[config.mk]
export PLATFORM = sky130hd
export DESIGN_NAME = opendap_ap_mux
export DESIGN_NICKNAME = d
export VERILOG_FILES = /design/src/rtl/opendap_ap_mux.sv
export SDC_FILE = /design/constraint.sdc
export NUM_CORES = 1
export LEC_CHECK = 0
export BUFFER_PORTS_ARGS = -buffer_cell sky130_fd_sc_hd__buf_2
export CAP_MARGIN = 40
export CORE_AREA = 2 2 105 107
export CTS_CLUSTER_DIAMETER = 80
export DETAILED_ROUTE_END_ITERATION = 12
export DIE_AREA = 0 0 107 109
export MAX_ROUTING_LAYER = met4
export PLACE_DENSITY_LB_ADDON = 0.1
export SLEW_MARGIN = 20
export SYNTH_ARGS = -nofsm -noshare
export SYNTH_HDL_FRONTEND = slang
export SYNTH_SLANG_ARGS = --single-unit
[constraint.sdc]
create_clock -name swclk -period 3.45 [get_ports swclk]
set_clock_uncertainty 0.05 [all_clocks]
set_input_delay 0.345 -clock swclk [delete_from_list [all_inputs] [get_ports swclk]]
set_output_delay 0.345 -clock swclk [all_outputs]
set_load 0.02 [all_outputs]
[src/rtl/opendap_ap_mux.sv]
// opendap_ap_mux: routes DP AP-bus accesses to one of N_APS access points and returns its response.
// Optional busy timeout is enabled by defining OPENDAP_AP_MUX_TIMEOUT_EN.
module opendap_ap_mux #(
  parameter int unsigned N_APS          = 4,
  parameter int unsigned TIMEOUT_CYCLES = 1024
) (
  input  logic                  swclk,
  input  logic                  rst_n,
  input  logic [7:0]            ap_sel,
  input  logic [5:0]            ap_addr,
  input  logic [31:0]           ap_wdata,
  input  logic                  ap_wen,
  input  logic                  ap_ren,
  input  logic                  ap_abort,
  output logic [31:0]           ap_rdata,
  output logic                  ap_rdy,
  output logic                  ap_err,
  output logic [5:0]            dn_addr,
  output logic [31:0]           dn_wdata,
  output logic [N_APS-1:0]      dn_wen,
  output logic [N_APS-1:0]      dn_ren,
  output logic [N_APS-1:0]      dn_abort,
  input  logic [32*N_APS-1:0]   dn_rdata,
  input  logic [N_APS-1:0]      dn_rdy,
  input  logic [N_APS-1:0]      dn_err
);

  localparam int unsigned CNT_W   = $clog2(TIMEOUT_CYCLES + 1);
  localparam logic [7:0]  SEL_LIM = 8'(N_APS);

  typedef enum logic [1:0] {
    IDLE = 2'd0,
    BUSY = 2'd1,
    ERR  = 2'd2
  } state_t;

  state_t      r_state;
  state_t      w_state_nxt;
  logic [3:0]  r_idx;
  logic [3:0]  w_idx_nxt;
  logic        w_start;
  logic        w_mapped;
  logic        w_timeout;
  logic        w_sel_rdy;
  logic        w_sel_err;
  logic [31:0] w_sel_rdata;

  assign dn_addr  = ap_addr;
  assign dn_wdata = ap_wdata;
  assign w_start  = (r_state == IDLE) && (ap_wen || ap_ren) && !ap_abort;
  assign w_mapped = ap_sel < SEL_LIM;

`ifdef OPENDAP_AP_MUX_TIMEOUT_EN
  logic [CNT_W-1:0] r_cnt;

  // Busy-cycle counter, restarted by every accepted access
  always_ff @(posedge swclk or negedge rst_n) begin
    if (!rst_n) begin
      r_cnt <= '0;
    end else if (w_start) begin
      r_cnt <= '0;
    end else if (r_state == BUSY) begin
      r_cnt <= r_cnt + CNT_W'(1);
    end
  end

  assign w_timeout = (r_state == BUSY) && (r_cnt == CNT_W'(TIMEOUT_CYCLES - 1));
`else
  logic w_unused_cfg;
  assign w_timeout    = 1'b0;
  assign w_unused_cfg = ^(CNT_W'(TIMEOUT_CYCLES));
`endif

  // Response of the AP latched at start
  always_comb begin
    w_sel_rdy   = 1'b0;
    w_sel_err   = 1'b0;
    w_sel_rdata = '0;
    for (int k = 0; k < int'(N_APS); k++) begin
      if (r_idx == 4'(k)) begin
        w_sel_rdy   = dn_rdy[k];
        w_sel_err   = dn_err[k];
        w_sel_rdata = dn_rdata[32*k +: 32];
      end
    end
  end

  always_ff @(posedge swclk or negedge rst_n) begin
    if (!rst_n) begin
      r_state <= IDLE;
      r_idx   <= '0;
    end else begin
      r_state <= w_state_nxt;
      r_idx   <= w_idx_nxt;
    end
  end

  always_comb begin
    w_state_nxt = r_state;
    w_idx_nxt   = r_idx;
    ap_rdy      = 1'b1;
    ap_err      = 1'b0;
    ap_rdata    = '0;
    dn_wen      = '0;
    dn_ren      = '0;
    dn_abort    = '0;
    case (r_state)
      IDLE: begin
        if (w_start) begin
          if (w_mapped) begin
            for (int k = 0; k < int'(N_APS); k++) begin
              if (ap_sel == 8'(k)) begin
                dn_wen[k] = ap_wen;
                dn_ren[k] = ap_ren && !ap_wen;
              end
            end
            w_idx_nxt   = ap_sel[3:0];
            w_state_nxt = BUSY;
          end else begin
            w_state_nxt = ERR;
          end
        end
      end
      BUSY: begin
        ap_rdy   = w_sel_rdy;
        ap_err   = w_sel_err;
        ap_rdata = w_sel_rdata;
        if (w_sel_rdy) begin
          w_state_nxt = IDLE;
        end else if (w_timeout) begin
          for (int k = 0; k < int'(N_APS); k++) begin
            if (r_idx == 4'(k)) begin
              dn_abort[k] = 1'b1;
            end
          end
          w_state_nxt = ERR;
        end
      end
      ERR: begin
        ap_err      = 1'b1;
        w_state_nxt = IDLE;
      end
      default: w_state_nxt = IDLE;
    endcase
    // Abort overrides everything, including a same-cycle start
    if (ap_abort) begin
      dn_abort    = '1;
      w_state_nxt = IDLE;
    end
  end

endmodule
==> run_results.csv, run 1 <==
group,metric,value,unit
route,vias,2257,
worst_setup_path,cpMaxStageDelayCell,"dfrtp_2",
route,antenna_violating_nets_post_route,0,
clocking,h-tree-depth,1,
worst_setup_path,cp.required,3.05,ns
global_route,antenna_found_initial,1,
timing,tns,0,ns
synth,synth-edff-count,0,
timing,min_period,2.71,ns
worst_setup_path,worstSetupPathType,"flop to output port",
clocking,hold_buffers,1,
layout,final_util,0.248,
placed_design,gp_congestion,0.671,
clocking,clk_latency,0.22,ns
clocking,numCtsBuffers,3,
global_route,grt_max_degree,31,
timing,timing.hold.ws,0.334,ns
clocking,cts-root-buf,"clkbuf_8",
timing,finalSetupViolations,0,
synth,yosysSeqAreaShare,0.0865,
worst_setup_path,worstPathCellList,"buf_4 -> mux2_2 -> a222oi_1 -> nor2_1 -> buf_2",
power_and_ir_drop,p_per_area,195,mW/mm²
global_route,grt_pass1_vias,2109,
synth,synthFlopType,"dfrtp_1",
floorplan,die_h,109,µm
worst_setup_path,cp-start-kind,"flop",
synth,ys_ff_latch,6,
synth,async_reset_ff_frac,1.00,
clocking,cts.sinks,6,
layout,layout-drive-gt1-share,0.704,
clocking,clk_path_buf_depth,2,
synth,yosysMostFrequentCell,"buf_4",
placed_design,hpwl,6040,µm
timing,period_share,0.786,
floorplan,core,0.0106,mm²
clocking,cts_tree,"yes",
route,drt_iter0_drc,183,
timing,hold_violations,0,
synth,syn-instance-count,210,
timing,worst_pin_slew,0.791,ns
floorplan,die_x,107,µm
power_and_ir_drop,finalPower,0.513,mW
timing,final_max_slew_viol_count,0,
worst_setup_path,crit_buf_inv,2,
layout,syn_to_final_growth,51.3,%
worst_setup_path,slowest_delay,0.87,ns
clocking,clk_pin_slew_worst_paths,0.04,ns
worst_setup_path,arrival,2.32,ns
worst_setup_path,end_kind,"output port",
power_and_ir_drop,vdd_drop_max,77.3,µV
synth,ys_types,33,
layout,fin_nets,549,
timing,fmax,369,MHz
floorplan,die_area,0.0117,mm²
route,post-route-drc-count,0,
route,viasPerCell,4.52,
floorplan,rows,38,
flow_run,cap_violations,0,
synth,synth.area.top_cells,"mux2_2 (21%), a222oi_1 (19%), buf_4 (18%)",
route,dr.pass1.iters,5,
synth,yosys.area.top_type,"mux2_2",
worst_hold_path,worstHoldPathType,"primary input to flop",
synth,synthesis.nets,400,
synth,synth.cell_area,0.00174,mm²
worst_setup_path,crit_family,"flip-flops",
clocking,post_cts_resized,0,
timing,rsz0062_at_grt,"false",
floorplan,ios,271,
timing,max_slew_margin,0.473,
synth,synth_top_area_frac,0.214,
route,wl_per_cell,15.4,µm
worst_setup_path,worstPathMaxFanout,30,
route,routed_wl,7690,µm
global_route,grt_remaining_overflow,0,
synth,synth.avg_cell_area,8.26,µm²
floorplan,initial_core_util,0.164,
run_status,outcome,"completed",
synth,synth_common_cells,"buf_4 (42), nor2_1 (40), a222oi_1 (33), mux2_2 (33), buf_2 (14)",
clocking,cts_setup_buffers,0,
global_route,grtUsageTotal,0.117,
synth,synth_warnings,0,
placed_design,port_buffers,194,
global_route,grt_pass1_wl,10700,µm
power_and_ir_drop,power.leakage,1.36,nW
[layout make-up]
| type | count | area (µm²) |
|---|---|---|
| fill | 1198 | 7980 |
| multi-input combinational | 141 | 1200 |
| timing repair buffer | 203 | 1040 |
| tap | 140 | 175 |
| sequential | 6 | 151 |
| clock buffer | 4 | 45.0 |
| inverter | 4 | 15.0 |
| antenna | 1 | 2.50 |
[stage by stage]
stage | setup slack, ns | cell area [µm²] | std cells
2_1_floorplan | 1.34 | 1740 | 210
3_3_place_gp | 0.961 | 2570 | 493
3_5_place_dp | 0.948 | 2570 | 493
4_1_cts | 0.701 | 2620 | 498
5_1_grt | 0.581 | 2630 | 499
6_report | 0.739 | 2630 | 499
[sequential cells by signal, summed over array words and instances, names as in the netlist]
register / flops
r_state: 2
r_idx: 4
[where the power goes]
part           internal, mW  switching (mW)
sequential           0.0741          0.0192
combinational         0.182           0.131
clock                0.0793          0.0279
[worst paths after layout]
path / startpoint / endpoint / slack (ns) / cells after the start
setup / recovery: r_idx[0] / ap_rdata[20] / 0.74 / 5
hold / removal: ap_sel[0] / r_idx[0] / 0.33 / 2
setup reg to reg: r_state[1] / r_state[0] / 1.30 / 6
hold reg to reg: r_state[1] / r_state[1] / 0.55 / 2
max in group asynchronous: rst_n / r_idx[0] / 2.76 / 2
min in group asynchronous: rst_n / r_idx[1] / 0.43 / 2
[routing by layer]
metal  wire, µm  share of wire  GRT usage  vias up
met1       2900           0.38      0.128     1046
met3        750          0.098     0.0191        8
met5          0              0          -        -
met2       3970           0.52      0.222      133
met4         70         0.0091     0.0250        0
li1           -              -          -     1070
[layout by cell type, fill, tap and decap left out, drive strengths merged]
cell         count
buf            202
nor2            40
mux2            35
a222oi          33
dfrtp            6
nand2            4
nor3             4
clkbuf           4
inv              3
nand2b           3
ha               3
and2             3
o32ai            2
diode            1
or4              1
and2b            1
and3b            1
nand3            1
clkinv           1
nor4             1
nor3b            1
nor4b            1
o21a             1
mux2i            1
a21oi            1
a2111oi          1
o31a             1
nand3b           1
or3b             1
dlygate4sd3      1
[cells by family after synthesis]
logic type	share of synthesized area
flops	0.0865
compound gates	0.226
mux	0.237
buf+inv	0.237
fa+ha+maj	0.0216
simple gates	0.192
[worst reg2reg max path, delay by kind of cell (launching register included)]
family / cells / cell delay, ns
buffers and inverters: 3 / 0.90
AOI/OAI and AO/OA: 2 / 0.57
DFF: 1 / 0.38
adders and majority gates: 1 / 0.14
(Power assumes the default switching activity.)
==> inputs of run 2 (changes only) <==
- clock period: 3.45 -> 2.3 ns (I/O delays scaled with it)
==> run 2 against run 1 <==
Total power increased by 53%. First-iteration DRC count decreased by 6.6%. Combinational power grew 58%. Critical path type unchanged. Largest cell class unchanged.
==> run_results.csv, run 2 (synthesis gave the netlist of run 1 again) <==
group,metric,value,unit
layout,fin_nets,549,
worst_setup_path,cp.required,2.02,ns
timing,worst_pin_slew,0.429,ns
layout,final_common_cell,"buf_2",
floorplan,die_x,107,µm
worst_hold_path,worstHoldPathType,"primary input to flop",
route,dr.pass1.iters,6,
clocking,cts_setup_buffers,0,
worst_setup_path,startpoint,"r_idx[0]",
clocking,cts-root-buf,"clkbuf_8",
layout,fill_cells,1198,
floorplan,die_area,0.0117,mm²
clocking,numCtsBuffers,3,
clocking,h-tree-depth,1,
timing,fmax,463,MHz
placed_design,dp_cells,493,
route,post-route-drc-count,0,
floorplan,rows,38,
global_route,grt_pass1_wl,10900,µm
layout,reg.largest.list,"r_idx x4, r_state x2",
clocking,cts_tree,"yes",
clocking,clk_latency,0.22,ns
placed_design,hpwl,6030,µm
route,wl_per_cell,15.4,µm
global_route,grt_remaining_overflow,0,
placed_design,placed_cell_area,0.00259,mm²
layout,final_util,0.251,
global_route,grt_max_degree,35,
floorplan,core,0.0106,mm²
worst_setup_path,worstPathMaxFanout,21,
run_status,outcome,"completed",
layout,top_register,"r_idx",
worst_hold_path,hold_path_depth,2,
worst_setup_path,worstSetupPathType,"flop to output port",
worst_setup_path,r2r_end,"r_state[1]",
floorplan,ios,271,
route,antenna_violating_nets_post_route,0,
route,viasPerCell,4.43,
placed_design,port_buffers,194,
route,drt_iter0_drc,171,
floorplan,initial_core_util,0.164,
timing,min_period,2.16,ns
timing,final_max_slew_viol_count,0,
route,routed_wl,7670,µm
timing,hold_violations,0,
placed_design,gp_congestion,0.665,
worst_setup_path,arrival,1.88,ns
layout,fin_cells,499,
worst_setup_path,end_kind,"output port",
layout,layout-drive-gt1-share,0.704,
timing,finalSetupViolations,0,
power_and_ir_drop,power.leakage,1.37,nW
worst_setup_path,timing.critical_path.to,"ap_rdata[24]",
layout,final_cell_mix,"buf_2 (194), nor2_1 (40), mux2_2 (33), a222oi_1 (33)",
floorplan,die_h,109,µm
timing,max_slew_margin,0.712,
flow_run,cap_violations,0,
layout,largest_reg_flops,4,
power_and_ir_drop,vdd_drop_max,131,µV
timing,rsz0062_at_grt,"false",
power_and_ir_drop,p_per_area,295,mW/mm²
timing,timing.hold.ws,0.223,ns
clocking,clk_path_buf_depth,2,
worst_setup_path,r2r_slack,0.60,ns
worst_setup_path,r2r-start,"r_idx[1]",
global_route,antenna_found_initial,1,
clocking,cts.sinks,6,
worst_setup_path,cp-start-kind,"flop",
layout,final_cell_area,0.00266,mm²
timing,period_share,0.940,
global_route,grtUsageTotal,0.120,
global_route,grt_pass1_vias,2147,
timing,tns,0,ns
route,vias,2210,
clocking,clk_pin_slew_worst_paths,0.04,ns
worst_setup_path,ff2ff_path_depth,4,
layout,syn_to_final_growth,53.1,%
-- run 2: cell counts in the layout (fill, tap and decap cells not counted) --
Identical to the previous run, type by type.
-- run 2: final cells by class --
| type | count | area [µm²] | share of cell area |
|---|---|---|---|
| multi-input combinational | 141 | 1200 | 0.450 |
| timing repair buffer | 203 | 1070 | 0.403 |
| tap | 140 | 175 | 0.0659 |
| sequential | 6 | 154 | 0.0579 |
| clock buffer | 4 | 45.0 | 0.0169 |
| inverter | 4 | 15.0 | 0.00565 |
| antenna | 1 | 2.50 | 0.000942 |
-- run 2: layer usage --
metal	routed length, µm	global-route usage
met3	902	0.0353
met1	2800	0.127
met2	3940	0.222
met5	0	-
met4	28	0.0241
-- run 2: worst min-delay path by stage --
stage	end	slack [ns]	from
4_1_cts	r_idx[0]	0.23	ap_sel[0]
2_1_floorplan	r_idx[0]	-0.12	rst_n
3_5_place_dp	r_state[1]	0.02	rst_n
3_3_place_gp	r_state[1]	0.01	rst_n
6_report	r_idx[0]	0.22	ap_sel[0]
5_1_grt	r_idx[0]	0.24	ap_sel[0]
-- run 2: through the flow --
step	setup slack [ns]	power, mW
3_3_place_gp	0.314	0.624
2_1_floorplan	0.415	0.509
5_1_grt	0.0130	0.845
6_report	0.139	0.784
3_5_place_dp	0.303	0.624
4_1_cts	0.0638	0.795
-- run 2: repair_timing --
item	CTS	global route
endpoints found under the setup margin	0	20
resized for setup	0	2
hold endpoints to repair	6	0
hold buffers	1	0
-- run 2: power breakdown --
| group | total (mW) | internal [mW] | switching [mW] |
|---|---|---|---|
| clock network | 0.163 | 0.119 | 0.0438 |
| logic | 0.493 | 0.283 | 0.210 |
| registers | 0.128 | 0.112 | 0.0157 |
| total | 0.784 | 0.514 | 0.270 |
-- run 2: worst max-delay path, stage by stage (launching register included) --
cell	delay, ns
dfrtp_4	0.54
buf_12	0.21
mux2_2	0.35
a222oi_1	0.32
nor2_1	0.07
buf_2	0.17
==> inputs of run 3 (changes only) <==
--- a/config.mk
+++ b/config.mk
@@ -13,3 +13,2 @@
 export DIE_AREA = 0 0 107 109
-export MAX_ROUTING_LAYER = met4
 export PLACE_DENSITY_LB_ADDON = 0.1
==> constraint.sdc (replaced) <==
create_clock -name swclk -period 2.3 [get_ports swclk]
set_clock_uncertainty 0.05 [all_clocks]
set_input_delay 0.46 -clock swclk [delete_from_list [all_inputs] [get_ports swclk]]
set_output_delay 0.46 -clock swclk [all_outputs]
set_load 0.02 [all_outputs]
==> run 3 against run 2 <==
Sequential share of layout area fell by 0.64 points. Via count up 3.6%. Setup slack lost 0.13 ns. Hold slack lost 0.21 ns. Total power increased by 16%. Utilization increased by 3.4 points. Critical endpoint unchanged. Largest power group unchanged.
==> run_results.csv, run 3 (synthesis gave the netlist of run 1 again) <==
group,metric,value,unit
run_status,outcome,"completed",
power_and_ir_drop,power_frac_seq,0.132,
floorplan,rows,38,
clocking,cts_tree,"yes",
global_route,grt_pass1_wl,10900,µm
layout,syn_to_final_growth,73.7,%
clocking,cts.sinks,6,
floorplan,ios,271,
timing,hold_violations,0,
worst_setup_path,worstSetupPathType,"flop to output port",
power_and_ir_drop,finalPower,0.909,mW
worst_setup_path,worstPathMaxFanout,9,
power_and_ir_drop,clkPwrFrac,0.181,
placed_design,placed_cell_area,0.00266,mm²
power_and_ir_drop,pwr-share-comb,0.687,
layout,final_common_cell,"buf_2",
floorplan,core,0.0106,mm²
power_and_ir_drop,swShare,0.334,
clocking,clk_pin_slew_worst_paths,0.04,ns
placed_design,port_buffers,194,
power_and_ir_drop,vdd_drop_max,150,µV
clocking,h-tree-depth,1,
timing,period_share,0.995,
route,dr.pass1.iters,6,
layout,final_util,0.284,
layout,largest_reg_flops,4,
flow_run,cap_violations,0,
floorplan,die_area,0.0117,mm²
clocking,clk_path_buf_depth,2,
route,wl_met3,743,µm
layout,n_antenna_cell,0,
timing,rsz0062_at_grt,"true",
timing,fmax,437,MHz
worst_hold_path,worstHoldPathType,"primary input to asynchronous set/reset pin",
route,viasPerCell,4.45,
floorplan,die_h,109,µm
route,highest_layer,"met4",
power_and_ir_drop,intPower,0.606,mW
floorplan,die_x,107,µm
global_route,grt_max_degree,34,
global_route,antenna_found_initial,0,
worst_setup_path,arrival,1.78,ns
global_route,grt_remaining_overflow,0,
timing,worst_pin_slew,0.380,ns
layout,fin_nets,566,
global_route,grtUsageTotal,0.116,
power_and_ir_drop,p_sw,0.303,mW
timing,max_slew_margin,0.746,
power_and_ir_drop,power.leakage,1.50,nW
timing,finalSetupViolations,0,
route,drt_iter0_drc,243,
route,wl_per_cell,16.1,µm
power_and_ir_drop,p_per_area,302,mW/mm²
layout,final_cell_area,0.00301,mm²
layout,reg.largest.list,"r_idx x4, r_state x2",
worst_setup_path,end_kind,"output port",
global_route,grt_pass1_vias,2103,
timing,tns,0,ns
clocking,hold_buffers,0,
placed_design,hpwl,6140,µm
worst_setup_path,cp.required,1.79,ns
layout,fin_cells,515,
clocking,numCtsBuffers,3,
route,post-route-drc-count,0,
route,vias,2290,
placed_design,dp_cells,497,
clocking,clk_latency,0.22,ns
placed_design,gp_congestion,0.676,
worst_setup_path,cp-start-kind,"flop",
layout,top_register,"r_idx",
timing,min_period,2.29,ns
route,routed_wl,8280,µm
route,route.met2.wl,4360,µm
floorplan,initial_core_util,0.164,
route,antenna_violating_nets_post_route,0,
layout,layout-drive-gt1-share,0.744,
timing,final_max_slew_viol_count,0,
clocking,cts-root-buf,"clkbuf_8",
layout,final_cell_mix,"buf_2 (168), nor2_1 (39), buf_4 (35)",
route,met1_length,3170,µm
[run 3: changes by cell type in the layout (fill, tap and decap cells not counted), sizes merged]
cell         delta
clkbuf          +4
diode           -1
dlygate4sd3     -1
buf            +14
[run 3: critical path: stages, from the launching register on]
cell,delay [ns]
dfrtp_2,0.46
nor4_4,0.35
buf_6,0.18
buf_6,0.14
a222oi_1,0.10
nor2_1,0.16
buf_4,0.17
[run 3: per-stage QoR]
stage                     setup slack (ns)  hold WS, ns
after floorplan                      0.113        0.114
after global placement              0.0454        0.244
after detailed placement            0.0185        0.247
after CTS                         -0.00993       0.0115
after global routing               -0.0849       0.0167
final                               0.0105      0.00855
[run 3: final cells by class]
class                   instances  area, µm²
clock buffers                   4       45.0
fillers                      1196       7590
inverters                       4       15.0
multi-input cells             141       1220
flip-flops and latches          6        155
well taps                     140        175
repair buffers                220       1410
[run 3: what timing repair did]
item / CTS / global route
gates resized for setup: 6 / 36
buffers inserted: 4 / 6
setup endpoints to repair: 34 / 38
pin swaps: 4 / 36
gates cloned: 0 / 5
[run 3: power by group through the flow]
stage | clock network [mW] | registers, mW | logic [mW]
2_1_floorplan | 0 | 0.115 | 0.395
3_3_place_gp | 0 | 0.127 | 0.512
3_5_place_dp | 0 | 0.127 | 0.516
4_1_cts | 0.171 | 0.120 | 0.545
5_1_grt | 0.174 | 0.120 | 0.678
6_report | 0.165 | 0.120 | 0.625
[run 3: worst paths after layout]
check | startpoint | to | slack, ns | cells after the start
hold reg to reg | r_state[1] | r_state[1] | 0.55 | 2
setup / recovery | r_idx[1] | ap_rdata[24] | 0.01 | 6
min in group swclk | ap_sel[0] | r_idx[0] | 0.47 | 2
hold / removal | rst_n | r_idx[1] | 0.009 | 1
setup reg to reg | r_idx[0] | r_state[1] | 0.51 | 7
max in group asynchronous | rst_n | r_idx[3] | 2.03 | 1
[run 3: layer usage]
metal	vias to the layer above	global-route usage
met3	2	0.0221
met2	136	0.235
met5	-	0
met4	0	0.0139
met1	1051	0.128
li1	1101	-
